===== src/rtl/gb_cpu_pkg.sv =====
// gb_cpu_pkg: definitions shared by the Game Boy CPU datapath blocks.
// - ALU opcodes (ADD/ADC/SUB/SBC) and flag bit positions inside F[7:4].
// - 16-bit sequencer op encodings and the sequencer state encoding.
// - Helpers that build the byte-pass ALU drive and the final 16-bit flags.
package gb_cpu_pkg;

  localparam logic [4:0] ALU_ADD = 5'b00000;
  localparam logic [4:0] ALU_ADC = 5'b00001;
  localparam logic [4:0] ALU_SUB = 5'b00010;
  localparam logic [4:0] ALU_SBC = 5'b00011;

  // Flag positions within the 4-bit {Z,N,H,C} nibble.
  localparam int F_Z = 3;
  localparam int F_N = 2;
  localparam int F_H = 1;
  localparam int F_C = 0;

  typedef enum logic [1:0] {
    ADD16 = 2'd0,
    ADDSP = 2'd1,
    INC16 = 2'd2,
    DEC16 = 2'd3
  } op16_e;

  typedef enum logic [1:0] {
    IDLE = 2'd0,
    LO   = 2'd1,
    HI   = 2'd2,
    DONE = 2'd3
  } seq_state_e;

  typedef struct packed {
    logic [7:0] a;
    logic [7:0] b;
    logic [4:0] op;
  } alu_drive_t;

  // Low-byte pass: plain ADD (SUB for DEC16), no carry in.
  function automatic alu_drive_t lo_pass(input op16_e op, input logic [15:0] opa,
                                         input logic [15:0] opb);
    alu_drive_t d;
    d.a  = opa[7:0];
    d.b  = 8'h00;
    d.op = ALU_ADD;
    case (op)
      ADD16, ADDSP: d.b = opb[7:0];
      INC16:        d.b = 8'h01;
      DEC16: begin
        d.b  = 8'h01;
        d.op = ALU_SUB;
      end
      default:      d.b = 8'h00;
    endcase
    return d;
  endfunction

  // High-byte pass: carry/borrow chained from the low pass; ADDSP sign-extends e8.
  function automatic alu_drive_t hi_pass(input op16_e op, input logic [15:0] opa,
                                         input logic [15:0] opb);
    alu_drive_t d;
    d.a  = opa[15:8];
    d.b  = 8'h00;
    d.op = ALU_ADC;
    case (op)
      ADD16:   d.b = opb[15:8];
      ADDSP:   d.b = {8{opb[7]}};
      INC16:   d.b = 8'h00;
      DEC16:   d.op = ALU_SBC;
      default: d.b = 8'h00;
    endcase
    return d;
  endfunction

  // Flag nibble carrying only a carry/borrow bit.
  function automatic logic [3:0] carry_only(input logic c);
    logic [3:0] f;
    f      = 4'h0;
    f[F_C] = c;
    return f;
  endfunction

  // Flags reported at the end of a 16-bit op.
  function automatic logic [3:0] final_flags(input op16_e op, input logic [3:0] latched,
                                             input logic [3:0] hi_flags, input logic half_lo,
                                             input logic carry_lo);
    logic [3:0] f;
    f = latched;
    case (op)
      ADD16: begin
        f[F_N] = 1'b0;
        f[F_H] = hi_flags[F_H];
        f[F_C] = hi_flags[F_C];
      end
      ADDSP: begin
        f[F_Z] = 1'b0;
        f[F_N] = 1'b0;
        f[F_H] = half_lo;
        f[F_C] = carry_lo;
      end
      default: f = latched;
    endcase
    return f;
  endfunction

endpackage


===== src/rtl/alu16_seq.sv =====
// alu16_seq: 16-bit arithmetic sequencer in front of the 8-bit Game Boy ALU.
// Runs ADD HL,rr / ADD SP,e8 / INC rr / DEC rr as a low-byte then high-byte
// pass through the ALU, chaining carry/borrow, and latches result and flags.
// Ports:
//   clk, rst (async, active-high)
//   start, op[1:0], opa[15:0], opb[15:0], flags_in[3:0]  - request, taken when ready=1
//   ready, done (1-cycle pulse), result[15:0], flags_out[3:0]
//   alu_own, alu_a, alu_b, alu_op, alu_flags_in          - drive to the parent's ALU
//   alu_result, alu_flags_out                             - ALU response
// Parameter BACK_TO_BACK: a start seen in DONE is accepted directly (DONE->LO).
// Optional macro ALU16_SEQ_FAST_INCDEC_EN: INC16/DEC16 bypass the ALU and
// complete one cycle after accept, leaving alu_own low.
module alu16_seq
  import gb_cpu_pkg::*;
#(
  parameter bit BACK_TO_BACK = 1'b1
) (
  input  logic        clk,
  input  logic        rst,
  input  logic        start,
  input  logic [1:0]  op,
  input  logic [15:0] opa,
  input  logic [15:0] opb,
  input  logic [3:0]  flags_in,
  output logic        ready,
  output logic        done,
  output logic [15:0] result,
  output logic [3:0]  flags_out,
  output logic        alu_own,
  output logic [7:0]  alu_a,
  output logic [7:0]  alu_b,
  output logic [4:0]  alu_op,
  output logic [3:0]  alu_flags_in,
  input  logic [7:0]  alu_result,
  input  logic [3:0]  alu_flags_out
);

  seq_state_e state_r;
  op16_e      op_r;
  logic [15:0] opa_r, opb_r, result_r;
  logic [3:0]  flags_r, flags_out_r, alu_fin_r;
  logic [7:0]  res_lo_r, alu_a_r, alu_b_r;
  logic [4:0]  alu_op_r;
  logic        carry_r, half_lo_r, ready_r, done_r, alu_own_r;

  op16_e       op_in_s;
  logic        accept_s, fast_s;
  logic [15:0] fast_res_s;
  alu_drive_t  lo_drv_s, hi_drv_s;

  // Accept decode and next ALU drive values for the upcoming pass.
  always_comb begin
    op_in_s  = op16_e'(op);
    accept_s = start && ((state_r == IDLE) || ((state_r == DONE) && (BACK_TO_BACK == 1'b1)));
    lo_drv_s = lo_pass(op_in_s, opa, opb);
    hi_drv_s = hi_pass(op_r, opa_r, opb_r);
`ifdef ALU16_SEQ_FAST_INCDEC_EN
    fast_s     = (op_in_s == INC16) || (op_in_s == DEC16);
    fast_res_s = (op_in_s == INC16) ? (opa + 16'd1) : (opa - 16'd1);
`else
    fast_s     = 1'b0;
    fast_res_s = 16'h0000;
`endif
  end

  // Sequencer FSM with all outputs registered.
  always_ff @(posedge clk or posedge rst) begin
    if (rst) begin
      state_r     <= IDLE;
      op_r        <= ADD16;
      opa_r       <= 16'h0000;
      opb_r       <= 16'h0000;
      flags_r     <= 4'h0;
      res_lo_r    <= 8'h00;
      carry_r     <= 1'b0;
      half_lo_r   <= 1'b0;
      result_r    <= 16'h0000;
      flags_out_r <= 4'h0;
      ready_r     <= 1'b1;
      done_r      <= 1'b0;
      alu_own_r   <= 1'b0;
      alu_a_r     <= 8'h00;
      alu_b_r     <= 8'h00;
      alu_op_r    <= ALU_ADD;
      alu_fin_r   <= 4'h0;
    end else begin
      done_r <= 1'b0;
      if (accept_s) begin
        op_r    <= op_in_s;
        opa_r   <= opa;
        opb_r   <= opb;
        flags_r <= flags_in;
        if (fast_s) begin
          state_r     <= DONE;
          result_r    <= fast_res_s;
          flags_out_r <= flags_in;
          done_r      <= 1'b1;
          ready_r     <= 1'b1;
          alu_own_r   <= 1'b0;
        end else begin
          // Operands come straight from the ports: the latches above land this same edge.
          state_r   <= LO;
          ready_r   <= 1'b0;
          alu_own_r <= 1'b1;
          alu_a_r   <= lo_drv_s.a;
          alu_b_r   <= lo_drv_s.b;
          alu_op_r  <= lo_drv_s.op;
          alu_fin_r <= 4'h0;
        end
      end else begin
        case (state_r)
          LO: begin
            res_lo_r  <= alu_result;
            carry_r   <= alu_flags_out[F_C];
            half_lo_r <= alu_flags_out[F_H];
            alu_a_r   <= hi_drv_s.a;
            alu_b_r   <= hi_drv_s.b;
            alu_op_r  <= hi_drv_s.op;
            alu_fin_r <= carry_only(alu_flags_out[F_C]);
            state_r   <= HI;
          end
          HI: begin
            result_r    <= {alu_result, res_lo_r};
            flags_out_r <= final_flags(op_r, flags_r, alu_flags_out, half_lo_r, carry_r);
            done_r      <= 1'b1;
            ready_r     <= 1'b1;
            alu_own_r   <= 1'b0;
            alu_a_r     <= 8'h00;
            alu_b_r     <= 8'h00;
            alu_op_r    <= ALU_ADD;
            alu_fin_r   <= 4'h0;
            state_r     <= DONE;
          end
          DONE: begin
            state_r <= IDLE;
            ready_r <= 1'b1;
          end
          IDLE: begin
            state_r <= IDLE;
          end
          default: begin
            state_r   <= IDLE;
            ready_r   <= 1'b1;
            alu_own_r <= 1'b0;
          end
        endcase
      end
    end
  end

  assign ready        = ready_r;
  assign done         = done_r;
  assign result       = result_r;
  assign flags_out    = flags_out_r;
  assign alu_own      = alu_own_r;
  assign alu_a        = alu_a_r;
  assign alu_b        = alu_b_r;
  assign alu_op       = alu_op_r;
  assign alu_flags_in = alu_fin_r;

endmodule


===== config.mk =====
export PLATFORM = sky130hd
export DESIGN_NAME = alu16_seq
export DESIGN_NICKNAME = d
export VERILOG_FILES = /design/src/rtl/gb_cpu_pkg.sv /design/src/rtl/alu16_seq.sv
export SDC_FILE = /design/constraint.sdc
export NUM_CORES = 1
export LEC_CHECK = 0
export ABC_CLOCK_PERIOD_IN_PS = 3700
export CAP_MARGIN = 30
export CORE_MARGIN = 5
export CORE_UTILIZATION = 47
export DETAILED_ROUTE_END_ITERATION = 7
export PLACE_DENSITY = 0.8
export SLEW_MARGIN = 5
export SYNTH_ARGS = -nofsm -noshare
export SYNTH_HDL_FRONTEND = slang
export SYNTH_SLANG_ARGS = --single-unit
export TNS_END_PERCENT = 10

===== constraint.sdc =====
create_clock -name clk -period 3.7 [get_ports clk]
set_input_delay 0.925 -clock clk [delete_from_list [all_inputs] [get_ports clk]]
set_output_delay 0.925 -clock clk [all_outputs]
set_load 0.02 [all_outputs]

== Word level (Yosys, flattened, before mapping) ==
Index checks and enable logic that the tools add are counted.
Widths: inputs -> output; s select.

* Bits in registers: 98
* Output and inout bits: 48
* Input port bits: 53
* Word-level logic and storage cells: 62

* Equal/unequal tests: 8
* Muxes and demuxes: 22
* Bitwise logic cells: 1
* Reduce and logical (&&, ||, !) cells: 14

{| class="wikitable"
|+ Operators by type and width
! operator !! number
|-
| $pmux 8 s2 || 4
|-
| $mux 8 || 2
|-
| $eq 2x2->1 const B || 5
|-
| $pmux 5 s2 || 1
|-
| $pmux 4 s2 || 1
|-
| $reduce_or 2->1 || 4
|-
| $mux 1 || 7
|-
| $eq 2x1->1 const B || 3
|-
| $logic_not 2->1 || 3
|-
| $mux 2 || 3
|-
| $pmux 2 s3 || 1
|-
| $pmux 3 s2 || 1
|-
| $mux 5 || 1
|-
| $mux 4 || 1
|-
| $reduce_and 2->1 || 2
|-
| $reduce_bool 2->1 || 2
|-
| $reduce_bool 3->1 || 1
|-
| $logic_and 1x1->1 || 1
|-
| $logic_or 1x1->1 || 1
|-
| $not 1->1 || 1
|}

== Longest topological paths before layout ==
* Depth in word-level cells: 5
* Mapped depth: 7
* Gate-level depth less buffers: 5

== Worst setup path after synthesis ==
Ideal clock, no wire load.

* Kind: input to register
* Start: input port start
* End: register alu_b_r[0], in the netlist alu_b[0]
* Setup time: 131 ps
* Setup slack: 2057 ps
* Data arrival time: 1512 ps
* Data required time: 3569 ps
* Buffers on the path: 1
* Stages: 4
* Cell sequence: a211o_4 -> buf_6 -> nor2_2 -> a31oi_2

* Cells in the longest elaborated chain, start to end: 2
* Elaborated cells between the ends (all ways): 3
* Classes of those cells: mux (1); reduce/logical (2)

{| class="wikitable"
|+ Ends and longest elaborated chain
! item !! RTL line !! source
|-
| start: declaration || alu16_seq.sv:20 || <nowiki>input logic start,</nowiki>
|-
| $logic_and 1x1->1 (*) || alu16_seq.sv:54 || <nowiki>accept_s = start && ((state_r == IDLE) || ((state_r == DONE) && (BACK_TO_BACK == 1'b1)));</nowiki>
|-
| $reduce_bool 3->1 (no source line) or $mux 8 (tied branches) || - ||
|-
| end signal: assignment || alu16_seq.sv:106 || <nowiki>alu_b_r <= lo_drv_s.b;</nowiki>
|-
| end signal: assignment || alu16_seq.sv:117 || <nowiki>alu_b_r <= hi_drv_s.b;</nowiki>
|-
| end: declaration || alu16_seq.sv:42 || <nowiki>logic [7:0] res_lo_r, alu_a_r, alu_b_r;</nowiki>
|}

Every way passes the cells marked *; elsewhere a longest branch is shown, timed or not.
A chain may end at the register's enable or synchronous reset.

== Final worst setup path ==
* Start: register ready_r, in the netlist ready
* End: output port ready

{| class="wikitable"
|+ RTL lines
! item !! RTL line !! source
|-
| start: declaration || alu16_seq.sv:44 || <nowiki>logic carry_r, half_lo_r, ready_r, done_r, alu_own_r;</nowiki>
|-
| start signal: assignment || alu16_seq.sv:79 || <nowiki>ready_r <= 1'b1;</nowiki>
|-
| start signal: assignment || alu16_seq.sv:98 || <nowiki>ready_r <= 1'b1;</nowiki>
|-
| start signal: assignment || alu16_seq.sv:103 || <nowiki>ready_r <= 1'b0;</nowiki>
|-
| end: declaration || alu16_seq.sv:25 || <nowiki>output logic ready,</nowiki>
|}

No word-level cell between the ends.

==> qor.tcl <==
set qor(result_of_the_run) {finished, final reports clean}
set qor(worstHoldPathType) {flop to flop}
set qor(cts-htree-levels) 3
set qor(synth_sequential_area_ratio) 0.587
set qor(postCtsHoldBufs) 0
set qor(coreArea_um2) 6790
set qor(fin_setup_tns_ps) 0
set qor(worst_setup_path_start_kind) {flop}
set qor(worst-slew-pin-transition_ps) 791
set qor(chipHeight_um) 93.6
set qor(most_common_cell_after_layout_fill_and_taps_aside) {clkdlybuf4s50_1}
set qor(hold_viol_final) 0
set qor(power_per_cell_area_nw_per_um2) 952
set qor(timing.hold.worst_path_depth) 2
set qor(post_cts_resized) 0
set qor(grt_overflow) 0
set qor(tritoncts) {yes}
set qor(finalWeightedCongestion) 0.731
set qor(grtUsageTotal) 0.176
set qor(rsz_0062_raised_after_global_routing) {false}
set qor(net-switching-power_uw) 1570
set qor(cts-buffers-inserted) 9
set qor(synth_seq_cells) 77
set qor(clkSlewWorstSetupHoldPaths_ps) 80
set qor(insertion_delay_ps) 340
set qor(finalCritPeriodShare) 0.647
set qor(via_count) 2384
set qor(pin_count) 101
set qor(drtAntennaViolNets) 0
set qor(critical_path.endpoint_type) {primary output}
set qor(mostFrequentLayoutCells) {clkdlybuf4s50_1, nand2_1, dfrtp_1}
set qor(drt_first_iter_violations) 89
set qor(port_buffers) 92
set qor(finalInstanceArea_um2) 4480
set qor(layout_min_cycle_time_ps) 2390
set qor(clock.fmax_mhz) 418
set qor(power.combinational.fraction) 0.463
set qor(drv_cap) 0
set qor(clkSinkCount) 77
set qor(slowest_delay_ps) 600
set qor(start_util) 0.483
set qor(postSynthCellCount) 301
set qor(global_route_wire_length_before_repair_um) 12000
set qor(nNetsFinal) 449
set qor(floorplan.die_area_um2) 8750
set qor(clock_path_buffers) 2
set qor(cp_num_cells) 1
set qor(synthesis.area_um2) 3280
set qor(yosysWarnings) 0
set qor(crit_slowest_cell) {clkdlybuf4s50_1}
set qor(detail_route.drc_violations) 0
set qor(grt_pass1_vias) 2418
set qor(dr_wl_cell_um) 14.7
set qor(post-cts-setup-buffer-count) 0
set qor(layout-area-overhead-vs-synth_pct) 36.4
set qor(maxSlewViolCount) 0
set qor(detail_route.vias_per_cell) 4.85
set qor(cp.arrival_ps) 1470
set qor(cell_class_contributing_the_biggest_share_of_worst_path_delay) {buffers and inverters}
set qor(cp_data_required_time_ps) 2770
set qor(detailedPlacementHpwl_um) 5160
set qor(timing.max_slew.rel_slack) 0.472
set qor(hold-worst-slack_ps) 473
set qor(cts-root-buf) {clkbuf_8}
set qor(grt_max_degree) 44
set qor(power_frac_clock) 0.182
set qor(grt_antenna_before_repair) 0
set qor(drtPass1Iterations) 4
set qor(report.final.setup_viol) 0
set qor(cell_breakdown_of_the_critical_path) {clkdlybuf4s50_1}
set qor(timing.critical_path.buf_inv) 1
set qor(post_synth.cell_area_avg_um2) 10.9
set qor(vdd_ir_drop_max_mv) 0.477
set qor(post_route_cells_drive_above_1_share) 0.134
set qor(fillerInstances) 556
set qor(switching_share) 0.369
set qor(cellLeakagePower_uw) 0.00200
set qor(sequential_power_share) 0.355
set qor(worst-path-max-fanout) 2
set qor(route.final.wire_length_um) 7260
set qor(die_width_um) 93.6
set qor(rows) 30
set qor(reg2reg_depth) 5
set qor(timing.setup.critical_path_class) {flop to primary output}
set qor(ys_types) 31
set qor(placedInstanceArea_um2) 4230
set qor(cell_internal_pwr_uw) 2690
set qor(antenna-diode-count) 0
set qor(finalClockSkew_ps) 9.67
==> cells in the mapped netlist, drive strengths merged <==
cell type / n / area [um2]
nand3: 2 / 10.0
and3b: 1 / 8.76
inv: 12 / 45.0
mux2: 27 / 304
a211o: 1 / 17.5
mux2i: 9 / 90.1
o21ai: 25 / 125
nand2: 78 / 293
a31oi: 9 / 62.6
nor3: 1 / 5.00
and2: 2 / 12.5
conb: 1 / 3.75
nand2b: 1 / 6.26
o32ai: 1 / 8.76
o211ai: 1 / 7.51
dfstp: 1 / 26.3
dfrtp: 76 / 1900
a211oi: 3 / 27.5
nor2: 11 / 43.8
clkbuf: 1 / 3.75
nor2b: 11 / 68.8
buf: 21 / 148
o22ai: 2 / 12.5
ha: 4 / 50.1
==> cell type report <==
class / instances / area [um2] / share of cell area
Timing Repair Buffer: 97 / 958 / 0.214
Sequential cell: 77 / 1930 / 0.431
Clock inverter: 4 / 95.1 / 0.0212
Inverter: 12 / 46.3 / 0.0103
Clock buffer: 11 / 151 / 0.0338
Tap cell: 96 / 120 / 0.0268
Multi-Input combinational cell: 195 / 1180 / 0.263
==> kinds of logic (layout without fill, tap and decap cells) <==
family                   after synthesis  after routing  share of synthesized area
AND/OR/NAND/NOR                      107            107                      0.136
flip-flops                            77             77                      0.587
AO/OA/AOI/OAI                         42             42                     0.0797
multiplexers                          36             36                      0.120
buffers and inverters                 34            124                     0.0598
adder cells (fa/ha/maj)                4              4                     0.0153
other                                  1              6                    0.00114
==> sequential cells by signal (all words and copies together) (netlist names), 2 cells and up <==
name,cells
flags_out,4
alu_op,2
flags_r,4
opb_r,9
alu_b,8
state_r,2
alu_a,8
opa_r,8
res_lo_r,8
op_r,2
result,16
==> metal layers <==
layer,GRT usage,share of wire
met2,0.263,0.47
met1,0.239,0.44
met5,0,0
met3,0.0539,0.072
met4,0.0674,0.013
==> worst paths after layout <==
| kind | from | end | slack (ps) |
|---|---|---|---|
| setup / recovery | ready$_DFFE_PP1P_ | ready | 1310 |
| hold reg to reg | opb_r[11]$_DFFE_PP0P_ | opb_r[11]$_DFFE_PP0P_ | 470 |
| min in group asynchronous | rst | res_lo_r[5]$_DFFE_PP0P_ | 1000 |
| hold / removal | opb_r[11]$_DFFE_PP0P_ | opb_r[11]$_DFFE_PP0P_ | 470 |
| setup reg to reg | state_r[1]$_DFF_PP0_ | alu_b[6]$_DFFE_PP0P_ | 1980 |
| max in group asynchronous | rst | result[12]$_DFFE_PP0P_ | 1950 |
==> worst min-delay path, delay by kind of cell (launching register included) <==
family        cells  cell delay [ps]
flops             1              340
simple gates      2              100
==> power groups by stage <==
stage	Combinational [uW]	Clock, uW	Sequential [uW]
after global routing	2150	823	1570
after detailed placement	2000	0	1530
after floorplan	1090	0	1740
final	1970	776	1510
after CTS	2010	785	1510
after global placement	1940	0	1500
==> per-stage QoR <==
stage	power [uW]	utilization	worst slack [ps]	instances
after global placement	3450	0.622	1370	477
after CTS	4300	0.659	1280	492
after detailed placement	3520	0.622	1320	477
after floorplan	2820	-	810	306
final	4260	0.659	1310	492
after global routing	4550	0.659	1250	492
(Power assumes the default switching activity.)
